--- config.mk ---
export PLATFORM = sky130hd
export DESIGN_NAME = alu_result_stage
export DESIGN_NICKNAME = d
export VERILOG_FILES = /design/src/rtl/alu_result_stage_pkg.sv /design/src/rtl/wb_entry_reg.sv /design/src/rtl/alu_result_stage.sv
export SDC_FILE = /design/constraint.sdc
export NUM_CORES = 1
export LEC_CHECK = 0
export ABC_CLOCK_PERIOD_IN_PS = 2350
export CAP_MARGIN = 10
export CELL_PAD_IN_SITES_DETAIL_PLACEMENT = 2
export CELL_PAD_IN_SITES_GLOBAL_PLACEMENT = 2
export CORE_UTILIZATION = 32
export CTS_CLUSTER_SIZE = 10
export DETAILED_ROUTE_END_ITERATION = 7
export PLACE_DENSITY = 0.86
export SYNTH_ARGS = -nofsm -noshare
export SYNTH_HDL_FRONTEND = slang
export SYNTH_SLANG_ARGS = --single-unit
--- constraint.sdc ---
create_clock -name clk -period 2.35 [get_ports clk]
set_clock_uncertainty 0.2 [all_clocks]
set_input_delay 0.3525 -clock clk [delete_from_list [all_inputs] [get_ports clk]]
set_output_delay 0.3525 -clock clk [all_outputs]
set_load 0.01 [all_outputs]
--- src/rtl/alu_result_stage_pkg.sv ---
// Shared definitions for the ALU result/writeback stage: opcode constants,
// FSM state encoding and the overflow trap rule.
package alu_result_stage_pkg;

    localparam logic [5:0] ALUFN_ADD = 6'b000000;
    localparam logic [5:0] ALUFN_SUB = 6'b000001;
    localparam logic [5:0] ALUFN_MUL = 6'b000010;
    localparam logic [5:0] ALUFN_AND = 6'b011000;
    localparam logic [5:0] ALUFN_OR  = 6'b011110;
    localparam logic [5:0] ALUFN_XOR = 6'b010110;
    localparam logic [5:0] ALUFN_SLL = 6'b100000;
    localparam logic [5:0] ALUFN_SRL = 6'b100001;
    localparam logic [5:0] ALUFN_SLT = 6'b110101;

    // Encoding equals buffer occupancy, which the ready logic relies on.
    typedef enum logic [1:0] {
        ST_EMPTY = 2'd0,
        ST_ONE   = 2'd1,
        ST_TWO   = 2'd2
    } state_t;

    function automatic logic is_trap(input logic [5:0] alufn, input logic ovf);
        return ovf && ((alufn == ALUFN_ADD) || (alufn == ALUFN_SUB));
    endfunction

endpackage

--- src/rtl/wb_entry_reg.sv ---
// One writeback buffer slot: result, zero flag, destination and trap tag.
module wb_entry_reg (
    input  logic        clk,
    input  logic        rst_n,
    input  logic        load,
    input  logic [31:0] d_result,
    input  logic        d_zero,
    input  logic [4:0]  d_rd,
    input  logic        d_trapped,
    output logic [31:0] q_result,
    output logic        q_zero,
    output logic [4:0]  q_rd,
    output logic        q_trapped
);

    always_ff @(posedge clk or negedge rst_n) begin
        if (!rst_n) begin
            q_result  <= '0;
            q_zero    <= 1'b0;
            q_rd      <= '0;
            q_trapped <= 1'b0;
        end else if (load) begin
            q_result  <= d_result;
            q_zero    <= d_zero;
            q_rd      <= d_rd;
            q_trapped <= d_trapped;
        end
    end

endmodule

--- src/rtl/alu_result_stage.sv ---
// Two-entry skid buffer between the ALU and the register-file write port,
// with overflow trapping, sticky exception capture and a retired-op counter.
//   state    | meaning
//   ST_EMPTY | no buffered entry
//   ST_ONE   | head slot valid
//   ST_TWO   | head and tail slots valid, upstream stalled
import alu_result_stage_pkg::*;

module alu_result_stage #(
    parameter int DEPTH = 2,
    parameter int CNT_W = 16
) (
    input  logic             clk,
    input  logic             rst_n,
    input  logic             in_valid,
    output logic             in_ready,
    input  logic [31:0]      in_result,
    input  logic             in_zero,
    input  logic             in_overflow,
    input  logic [5:0]       in_alufn,
    input  logic [4:0]       in_rd,
    output logic             out_valid,
    input  logic             out_ready,
    output logic [31:0]      out_result,
    output logic             out_zero,
    output logic [4:0]       out_rd,
    output logic             out_we,
    input  logic             flush,
    output logic             exc_ovf,
    output logic [4:0]       exc_rd,
    input  logic             exc_clear,
    output logic [CNT_W-1:0] retired
);

    state_t      state, state_nxt;
    logic        accept, emit;
    logic        head_load, head_from_in, tail_load;
    logic        in_trapped;

    logic [31:0] head_result, tail_result, head_d_result;
    logic        head_zero, tail_zero, head_d_zero;
    logic [4:0]  head_rd, tail_rd, head_d_rd;
    logic        head_trapped, tail_trapped, head_d_trapped;

    assign in_trapped = is_trap(in_alufn, in_overflow);
    assign out_valid  = (state != ST_EMPTY);
    assign accept     = in_valid && in_ready;
    // A flushed cycle never counts as an emit, even with out_ready high.
    assign emit       = out_valid && out_ready && !flush;

    always_ff @(posedge clk or negedge rst_n) begin
        if (!rst_n) begin
            state    <= ST_EMPTY;
            in_ready <= 1'b0;
        end else begin
            state    <= state_nxt;
            in_ready <= ({30'd0, state_nxt} < DEPTH);
        end
    end

    always_comb begin
        state_nxt    = state;
        head_load    = 1'b0;
        head_from_in = 1'b1;
        tail_load    = 1'b0;
        if (flush) begin
            state_nxt = ST_EMPTY;
        end else begin
            case (state)
                ST_EMPTY: begin
                    if (accept) begin
                        state_nxt = ST_ONE;
                        head_load = 1'b1;
                    end
                end
                ST_ONE: begin
                    if (accept && emit) begin
                        head_load = 1'b1;
                    end else if (accept) begin
                        state_nxt = ST_TWO;
                        tail_load = 1'b1;
                    end else if (emit) begin
                        state_nxt = ST_EMPTY;
                    end
                end
                ST_TWO: begin
                    if (emit) begin
                        state_nxt    = ST_ONE;
                        head_load    = 1'b1;
                        head_from_in = 1'b0;
                    end
                end
                default: state_nxt = ST_EMPTY;
            endcase
        end
    end

    assign head_d_result  = head_from_in ? in_result  : tail_result;
    assign head_d_zero    = head_from_in ? in_zero    : tail_zero;
    assign head_d_rd      = head_from_in ? in_rd      : tail_rd;
    assign head_d_trapped = head_from_in ? in_trapped : tail_trapped;

    wb_entry_reg u_head (
        .clk       (clk),
        .rst_n     (rst_n),
        .load      (head_load),
        .d_result  (head_d_result),
        .d_zero    (head_d_zero),
        .d_rd      (head_d_rd),
        .d_trapped (head_d_trapped),
        .q_result  (head_result),
        .q_zero    (head_zero),
        .q_rd      (head_rd),
        .q_trapped (head_trapped)
    );

    wb_entry_reg u_tail (
        .clk       (clk),
        .rst_n     (rst_n),
        .load      (tail_load),
        .d_result  (in_result),
        .d_zero    (in_zero),
        .d_rd      (in_rd),
        .d_trapped (in_trapped),
        .q_result  (tail_result),
        .q_zero    (tail_zero),
        .q_rd      (tail_rd),
        .q_trapped (tail_trapped)
    );

    assign out_result = head_result;
    assign out_zero   = head_zero;
    assign out_rd     = head_rd;
    assign out_we     = out_valid && !head_trapped && (head_rd != 5'd0);

    // A trapped emit beats a simultaneous clear and then records its own rd.
    always_ff @(posedge clk or negedge rst_n) begin
        if (!rst_n) begin
            exc_ovf <= 1'b0;
            exc_rd  <= '0;
        end else if (emit && head_trapped) begin
            exc_ovf <= 1'b1;
            if (!exc_ovf || exc_clear) begin
                exc_rd <= head_rd;
            end
        end else if (exc_clear) begin
            exc_ovf <= 1'b0;
            exc_rd  <= '0;
        end
    end

    always_ff @(posedge clk or negedge rst_n) begin
        if (!rst_n) begin
            retired <= '0;
        end else if (emit) begin
            retired <= retired + {{(CNT_W-1){1'b0}}, 1'b1};
        end
    end

endmodule
Yosys cells after proc, flatten, opt, wreduce, memory -nomap -nowiden

Cells that the tools add are included.

Memories kept: 0
Flip-flop bits (word level): 103
Logic and storage cells: 65
Bits of input ports: 51
Output and inout port bits: 63
Latch bits: 0
Bits in read-only memories: 0
Bits in writable memories: 0

Divide/modulo/power cells: 0
$add $sub $neg: 1
Shift-type cells: 0
Order comparisons: 1
Bitwise gates (word level): 0
Muxes and demuxes: 27
Equal/unequal tests: 4
$mul: 0
Reductions and logical operators: 19

Operators by type and width:

| operator              | count |
|---|---|
| $mux 32               | 1 |
| $mux 5                | 4 |
| $add 16x1->16 const B | 1 |
| $mux 1                | 14 |
| $mux 2                | 6 |
| $logic_and 1x1->1     | 8 |
| $eq 6x1->1 const B    | 1 |
| $logic_not 6->1       | 1 |
| $pmux 2 s3            | 1 |
| $reduce_bool 5->1     | 1 |
| $reduce_bool 2->1     | 2 |
| $logic_not 1->1       | 3 |
| $pmux 1 s3            | 1 |
| $eq 2x1->1 const B    | 1 |
| $eq 2x2->1 const B    | 1 |
| $logic_not 2->1       | 1 |
| $logic_or 1x1->1      | 2 |
| $lt 2x2->1 const B    | 1 |
| $ne 2x1->1 const B    | 1 |
| $reduce_and 2->1      | 1 |

Depth between registers and ports, before layout

Depth in word-level cells: 9
Mapped depth: 6
Gate-level depth less buffers: 5

Hierarchy

Synthesis repeated with hierarchy kept, for this count alone.

Cells, all modules: 314
Area, all modules: 4605.7 sq um

By module, submodules not included:

| module           | cells each | sequential area each (sq um) | area an instance (sq um) | instances |
|---|---|---|---|---|
| wb_entry_reg     | 82         | 975.9                        | 1493.9                   | 2 |
| alu_result_stage | 150        | 625.6                        | 1617.8                   | 1 |

Worst setup path before layout

OpenSTA, ideal clock, no wires.

Kind: register to register
Start point: reg state[0]
End point: reg u_head.q_rd[0]
Setup time: 127 ps
Path slack: 337 ps
Clock period less this slack: 2013 ps
Path buffers: 1
Data required time: 2023 ps
Arrival time: 1686 ps
Cell stages (with the launch flop): 5
Cell sequence: dfrtp_1 > and4bb_2 > buf_1 > mux2_2 > mux2_1

Word-level cells in the longest chain between the ends: 7
Elaborated cells between the ends (all ways): 15
Classes of those cells: eq/ne: 2; mux: 8; reduce/logical: 5

RTL lines:

| what                                               | line                                            | text |
|---|---|---|
| start, declared                                    | alu_result_stage.sv:35                          | `state_t state, state_nxt;` |
| start signal, assigned                             | alu_result_stage.sv:56                          | `state <= state_nxt;` |
| $reduce_bool 2->1                                  | alu_result_stage.sv:46                          | `assign out_valid = (state != ST_EMPTY);` |
| $logic_and 1x1->1 (2 in series)                    | alu_result_stage.sv:49                          | `assign emit = out_valid && out_ready && !flush;` |
| $logic_and 1x1->1 / $mux 1 (equally long branches) | alu_result_stage.sv:77, alu_result_stage.sv:87  |  |
| $mux 1 (on tied branches)                          | alu_result_stage.sv:77, alu_result_stage.sv:69  |  |
| $pmux 1 s3 / $mux 1 (equally long branches)        | alu_result_stage.sv:69, alu_result_stage.sv:66  |  |
| $mux 1 / $mux 5 (equally long branches)            | alu_result_stage.sv:66, alu_result_stage.sv:100 |  |
| end signal, assigned                               | wb_entry_reg.sv:25                              | `q_rd <= d_rd;` |
| end, declared                                      | wb_entry_reg.sv:12                              | `output logic [4:0] q_rd,` |

Parallel ways exist; a longest one is shown, timed or not.
A chain may end at the register's enable or synchronous reset.

Worst setup path in the final report

Start point: reg state[1]
End point: out out_valid

Word-level cells in the longest chain between the ends: 1

RTL lines:

| what              | line                   | text |
|---|---|---|
| $reduce_bool 2->1 | alu_result_stage.sv:46 |  |
| end, declared     | alu_result_stage.sv:22 | `output logic out_valid,` |

Every way passes these cells.

==> impl_results.md <==
* Fin Hold WS at 0.292 ns
* RSZ-0062 raised after global routing: false
* Die height at 120 µm
* TritonCTS clock tree: yes
* CTS Buffer Depth at 2
* Net count, final at 491
* Setup crit start kind: flop
* I/O pin cnt at 114
* Tmin final at 2.21 ns
* Port Buffer Count at 112
* Post-route cell area at 6230 µm²
* Sequential element share of the synthesized area at 57.4%
* Slowest cell on crit path: clkdlybuf4s50_1
* WL/cell at 18.0 µm
* Synth area leaders: dfrtp_1 (57%), mux2_2 (24%), mux2_1 (4.8%), xnor2_1 (1.9%), xor2_1 (1.2%)
* Count of routing violations after the opening detailed-route iteration at 70
* Largest net degree at the start of global routing at 43
* Worst-margin pin slew at 0.571 ns
* Final hold violations at 0
* Synth warnings at 0
* Worst Path Required at 1.80 ns
* Final setup viols at 0
* Critical path capture point type: output port
* HPWL Detailed at 7.95 mm
* Placed Cells at 603
* WP data arrival at 1.66 ns
* Initial Utilization at 33.4%
* CTS sink cnt at 103
* Cell count after synthesis at 315
* Gr usage total at 16.7%
* # rows at 42
* Global-route wire length before repair at 18.4 mm
* Core Area at 13500 µm²
* Final worst slack at 0.138 ns
* Vias at 3013
* Number of global-route vias before repair at 3423
* Mapped Area at 4490 µm²
* Clock Latency Late Sink at 0.34 ns
* Top cell type's share of synthesized area at 57.4%
* Worst Hold Class: reg2reg
* Syn Nets at 367
* Max VDD drop at 0.361 mV
* Setup CP Type: reg2out
* Clk slew on worst S/H paths at 0.07 ns
* # diodes at 0
* Final Wtd Congestion at 0.711
* Via/cell ratio at 4.88
* GRT overflow at 0
* DP Area at 5950 µm²
* FF+latch count, synth at 103
* Finished Layout Cells at 618
* Initial antenna violation count at 0
* Status: finished, final reports clean
* Pins Over Slew Limit at 0
* Total of max-cap violations at 0
* Pre-CTS WS at -0.189 ns
* CTS H-tree lvls at 3
* Share of layout cells above drive strength 1 at 29.2%
* CP bufs+invs at 3
* Cell family with most CP delay: buffers and inverters
* DRC violations left at 0
* CP peak stage delay at 0.47 ns
* Die width at 120 µm
* Final antenna-violating net count at 0
* Worst-path maximum fanout at 7
* Leak at 0.00263 µW
* Fin crit share at 94.1%
* Achievable frequency at 452 MHz
* Routed WL at 11.1 mm
* Number of CTS-inserted buffers at 9
* Area growth syn-to-layout at 38.8%
* Synthesized area per cell at 14.3 µm²
* Relative slew slack at 61.6%
* Die area at 14500 µm²
* Top cell type by total area after synthesis: dfrtp_1
* CP cell instances: nor2_2 -> buf_4 -> inv_1 -> clkdlybuf4s50_1
* Pwr Density at 784 nW/µm²
* Synth cell types at 33
* Root buf cell: clkbuf_16
* Overall Power at 4890 µW
* Drt first pass iters at 4
worst register-to-register path, cell delays in order, from the launching register on:
cell and delay [ns]:
dfrtp_1 0.43, nand2b_1 0.15, or3b_1 0.41, a21oi_4 0.24, buf_12 0.21, mux2_2 0.37
worst paths after layout:
check	slack (ns)	startpoint	depth (start not counted)	to
max in group asynchronous	0.90	rst_n	3	u_tail.q_result[14]$_DFFE_PN0P_
min in group asynchronous	0.30	rst_n	2	u_tail.q_rd[1]$_DFFE_PN0P_
hold reg to reg	0.29	u_head.q_result[4]$_DFFE_PN0P_	1	u_head.q_result[4]$_DFFE_PN0P_
hold / removal	0.29	u_head.q_result[4]$_DFFE_PN0P_	1	u_head.q_result[4]$_DFFE_PN0P_
setup / recovery	0.14	state[1]$_DFF_PN0_	4	out_valid
setup reg to reg	0.24	state[0]$_DFFE_PN0P_	5	u_head.q_result[22]$_DFFE_PN0P_
metrics by stage:
| step | utilization [%] | setup TNS (ns) |
|---|---|---|
| finish | 46.3 | 0 |
| global route | 46.3 | 0 |
| CTS | 46.3 | 0 |
| detailed placement | 44.3 | -10.87 |
| global placement | 44.3 | -8.92 |
| floorplan | - | 0 |
cell usage after synthesis:
| cell type | number |
|---|---|
| dfrtp_1 | 103 |
| mux2_2 | 97 |
| mux2_1 | 19 |
| nand2_1 | 13 |
| xnor2_1 | 10 |
| nor2_1 | 6 |
| xor2_1 | 6 |
| a22o_1 | 5 |
| clkbuf_1 | 5 |
| nand4_1 | 5 |
| nor4_1 | 5 |
| buf_2 | 4 |
| inv_1 | 4 |
| nand2b_1 | 4 |
| nor3_1 | 4 |
| and3_1 | 3 |
| buf_4 | 2 |
| buf_6 | 2 |
| nand3_1 | 2 |
| nand3b_1 | 2 |
| o21ai_0 | 2 |
| a211oi_1 | 1 |
| a21oi_2 | 1 |
| a31oi_1 | 1 |
| and2_1 | 1 |
| and4bb_2 | 1 |
| buf_1 | 1 |
| ha_1 | 1 |
| nand4bb_1 | 1 |
| o21a_1 | 1 |
| o31a_1 | 1 |
| or3b_1 | 1 |
| or4_1 | 1 |
state kept, by name (all words and copies together), names as in the netlist:
register	flops
u_head.q_result	32
u_tail.q_result	32
retired	16
exc_rd	5
u_head.q_rd	5
u_tail.q_rd	5
state	2
exc_ovf	1
in_ready	1
u_head.q_trapped	1
u_head.q_zero	1
u_tail.q_trapped	1
u_tail.q_zero	1
layer usage:
metal  part of all wire, %  global-route usage, %
met1                    42                   19.6
met4                   1.5                   6.40
met3                   4.0                   3.35
met5                     0                      0
met2                    53                   29.7
final cells by class:
cell class,count,area (µm²)
Clock buffer,13,260
Clock inverter,1,5.00
Fill cell,1343,7220
Inverter,4,15.0
Multi-Input combinational cell,194,1830
Sequential cell,103,2580
Tap cell,176,220
Timing Repair Buffer,127,1320
cell families after synthesis:
group / share of synthesized area [%]
mux: 29.1
flops: 57.4
simple gates: 5.99
buf+inv: 2.12
xor+xnor: 3.12
compound gates: 2.06
fa+ha+maj: 0.278
power by group:
part	total [µW]	internal, µW	switching (µW)
sequential	2390	2150	240
combinational	1110	712	398
clock	1390	764	625
total	4890	3630	1260
cell usage in the layout, fill, tap and decap left out, drive strengths merged, types with 5 or more instances in the layout:
cell / n
xnor2: 10
buf: 15
a22o: 5
mux2: 116
nand4: 5
clkbuf: 13
clkdlybuf4s50: 110
dfrtp: 103
xor2: 6
nor2: 6
nor4: 5
nand2: 13
timing repair:
item,in CTS,in global routing
hold endpoints to repair,31,0
hold buffers,1,0
setup buffers,0,0
resized for setup,0,3
setup endpoints to repair,0,2
Power figures use the tool's default switching activity.
==> patch (config.mk and constraints unchanged) <==
The parameter `CNT_W` goes from 16 to 12.
--- a/src/rtl/alu_result_stage.sv
+++ b/src/rtl/alu_result_stage.sv
@@ -8,7 +8,7 @@
 
 module alu_result_stage #(
     parameter int DEPTH = 2,
-    parameter int CNT_W = 16
+    parameter int CNT_W = 12
 ) (
     input  logic             clk,
     input  logic             rst_n,
Interface: changed (resized retired); port bits go from 114 to 110. No check against the original RTL was run, so the function may have changed too.
==> patch against the unedited design <==
  * Sequential cell count decreased by 4
  * Synthesized cell count down 7.3%
  * Die area decreased by 4.7%
  * Final area decreased by 4.1%
  * Sequential power down 3%
  * Synthesized area down 4.7%
  * Sequential share of layout area is 0.071 points higher
  * Wire length shrank 3.1%
  * Power decreased by 1.1%
  * Worst setup slack got worse by 32 ps
  * Largest cell class unchanged
==> patch: results <==
group,metric,value,unit
status,outcome,"finished clean",
global_route,grt_pass1_wl,17900,µm
min_path,hold_path_class,"register to register",
final_layout,layout-drive-gt1-share,0.310,
cts,cts.clk_slew.worst_paths,70,ps
timing,slew-limit-headroom,0.690,
yosys,synth.lib_cells_used.distinct,31,
cts,postCtsSetupBuffers,0,
drt,vias,2838,
placement,dpl.hpwl,7670,µm
min_path,holdPathStages,1,
global_route,antenna_found_initial,0,
yosys,synth-seq-area-share,0.579,
cts,cts-buffers-inserted,9,
final_layout,finalNonFillerCells,591,
drt,drt.antenna.violating_nets,0,
final_layout,filler_cell_count,1256,
yosys,syn_avg_cell_area,14.7,µm²
drt,drt_iter0_markers,93,
setup_path,worst_ep_arrival_time,2280,ps
final_layout,diodes,0,
setup_path,worstPathMaxFanout,23,
setup_path,critical_path.top_delay_family,"buffers and inverters",
cts,clkLatencyLatePin,340,ps
final_layout,reg_top3,"u_head.q_result (32), u_tail.q_result (32), retired (12)",
placement,placed_cells,574,
yosys,ys_async_sr_fraction,1.00,
setup_path,critPathMaxStageDelay,510,ps
cts,cts_root_buf,"sky130_fd_sc_hd__clkbuf_16",
setup_path,rr_worst_depth,5,
power,cellLeakagePower,0.00251,µW
power,irDropWorstVdd,492,µV
setup_path,critical_path.slowest_cell,"sky130_fd_sc_hd__clkdlybuf4s50_1",
cts,htree_num_levels,3,
yosys,yosys_warnings,0,
global_route,total_grt_usage,0.167,
global_route,maximum_number_of_pins_on_one_net_before_global_route_repair,53,
yosys,post_synthesis_net_count,344,
timing,final_max_slew_viol_count,0,
cts,clock_tree.buffer_depth,2,
global_route,first_global_vias,3350,
yosys,synth_top_cells_by_area,"sky130_fd_sc_hd__dfrtp_1, sky130_fd_sc_hd__mux2_2, sky130_fd_sc_hd__mux2_1",
placement,routabilityCongestion,0.737,
yosys,synthTopCellsByCount,"sky130_fd_sc_hd__dfrtp_1, sky130_fd_sc_hd__mux2_2, sky130_fd_sc_hd__mux2_1",
placement,placement.io_buffers,108,
drt,drt_first_pass_iters,3,
drt,drt_wl_total,10800,µm
final_layout,number_of_nets_in_the_layout,466,
-- patch: cell types whose count changed in the layout (fill, tap and decap cells not counted), moves of 2 or more --
| cell | delta |
|---|---|
| sky130_fd_sc_hd__nor3_1 | -2 |
| sky130_fd_sc_hd__nor4_1 | -2 |
| sky130_fd_sc_hd__dfrtp_1 | -3 |
| sky130_fd_sc_hd__nand3_1 | +5 |
| sky130_fd_sc_hd__buf_4 | +2 |
| sky130_fd_sc_hd__nand2_1 | -6 |
| sky130_fd_sc_hd__nand4_1 | -3 |
| sky130_fd_sc_hd__clkdlybuf4s50_1 | -4 |
| sky130_fd_sc_hd__xor2_1 | -2 |
| sky130_fd_sc_hd__nor2_1 | -2 |
| sky130_fd_sc_hd__xnor2_1 | -2 |
-- patch: repair_timing --
item	4_1_cts	5_1_grt
setup endpoints to repair	2	0
gates resized for setup	2	0
hold buffers	1	0
hold endpoints to repair	32	0
-- patch: final cells by class --
| cell class | instances | share of cell area |
|---|---|---|
| flip-flops and latches | 99 | 0.414 |
| well taps | 172 | 0.0360 |
| multi-input cells | 177 | 0.289 |
| repair buffers | 124 | 0.213 |
| inverters | 3 | 0.00188 |
| clock inverters | 2 | 0.00167 |
| clock buffers | 14 | 0.0442 |
-- patch: routing by layer --
layer,up-vias,routed length (µm),global-route usage
met1,1473,4520,0.190
met4,0,126,0.0521
li1,1286,-,-
met3,10,451,0.0499
met2,69,5700,0.297
met5,-,0,0
-- patch: power by group --
| part | total, µW | switching (µW) | internal (µW) |
|---|---|---|---|
| logic | 1120 | 403 | 712 |
| clock network | 1390 | 614 | 774 |
| registers | 2330 | 247 | 2090 |
| total | 4840 | 1260 | 3570 |
-- patch: cell families after synthesis --
logic type      synth area share
compound gates            0.0216
xor+xnor                  0.0246
fa+ha+maj                0.00292
buf+inv                   0.0205
flops                      0.579
mux                        0.305
simple gates              0.0465
-- patch: per-stage QoR --
stage           util  area [µm²]  setup slack (ps)
6_report       0.466        5980               105
2_1_floorplan      -        4280               337
3_5_place_dp   0.444        5690              -238
4_1_cts        0.466        5980               100
3_3_place_gp   0.444        5690              -176
5_1_grt        0.466        5980              48.5
-- patch: worst paths after layout --
path,from,end,slack (ps)
min in group asynchronous,rst_n,retired[11]$_DFFE_PN0P_,290
min reg2reg,retired[11]$_DFFE_PN0P_,retired[11]$_DFFE_PN0P_,280
min,retired[11]$_DFFE_PN0P_,retired[11]$_DFFE_PN0P_,280
max in group asynchronous,rst_n,u_tail.q_result[6]$_DFFE_PN0P_,1010
max reg2reg,state[0]$_DFFE_PN0P_,u_head.q_result[29]$_DFFE_PN0P_,220
max,out_ready,u_head.q_result[29]$_DFFE_PN0P_,110
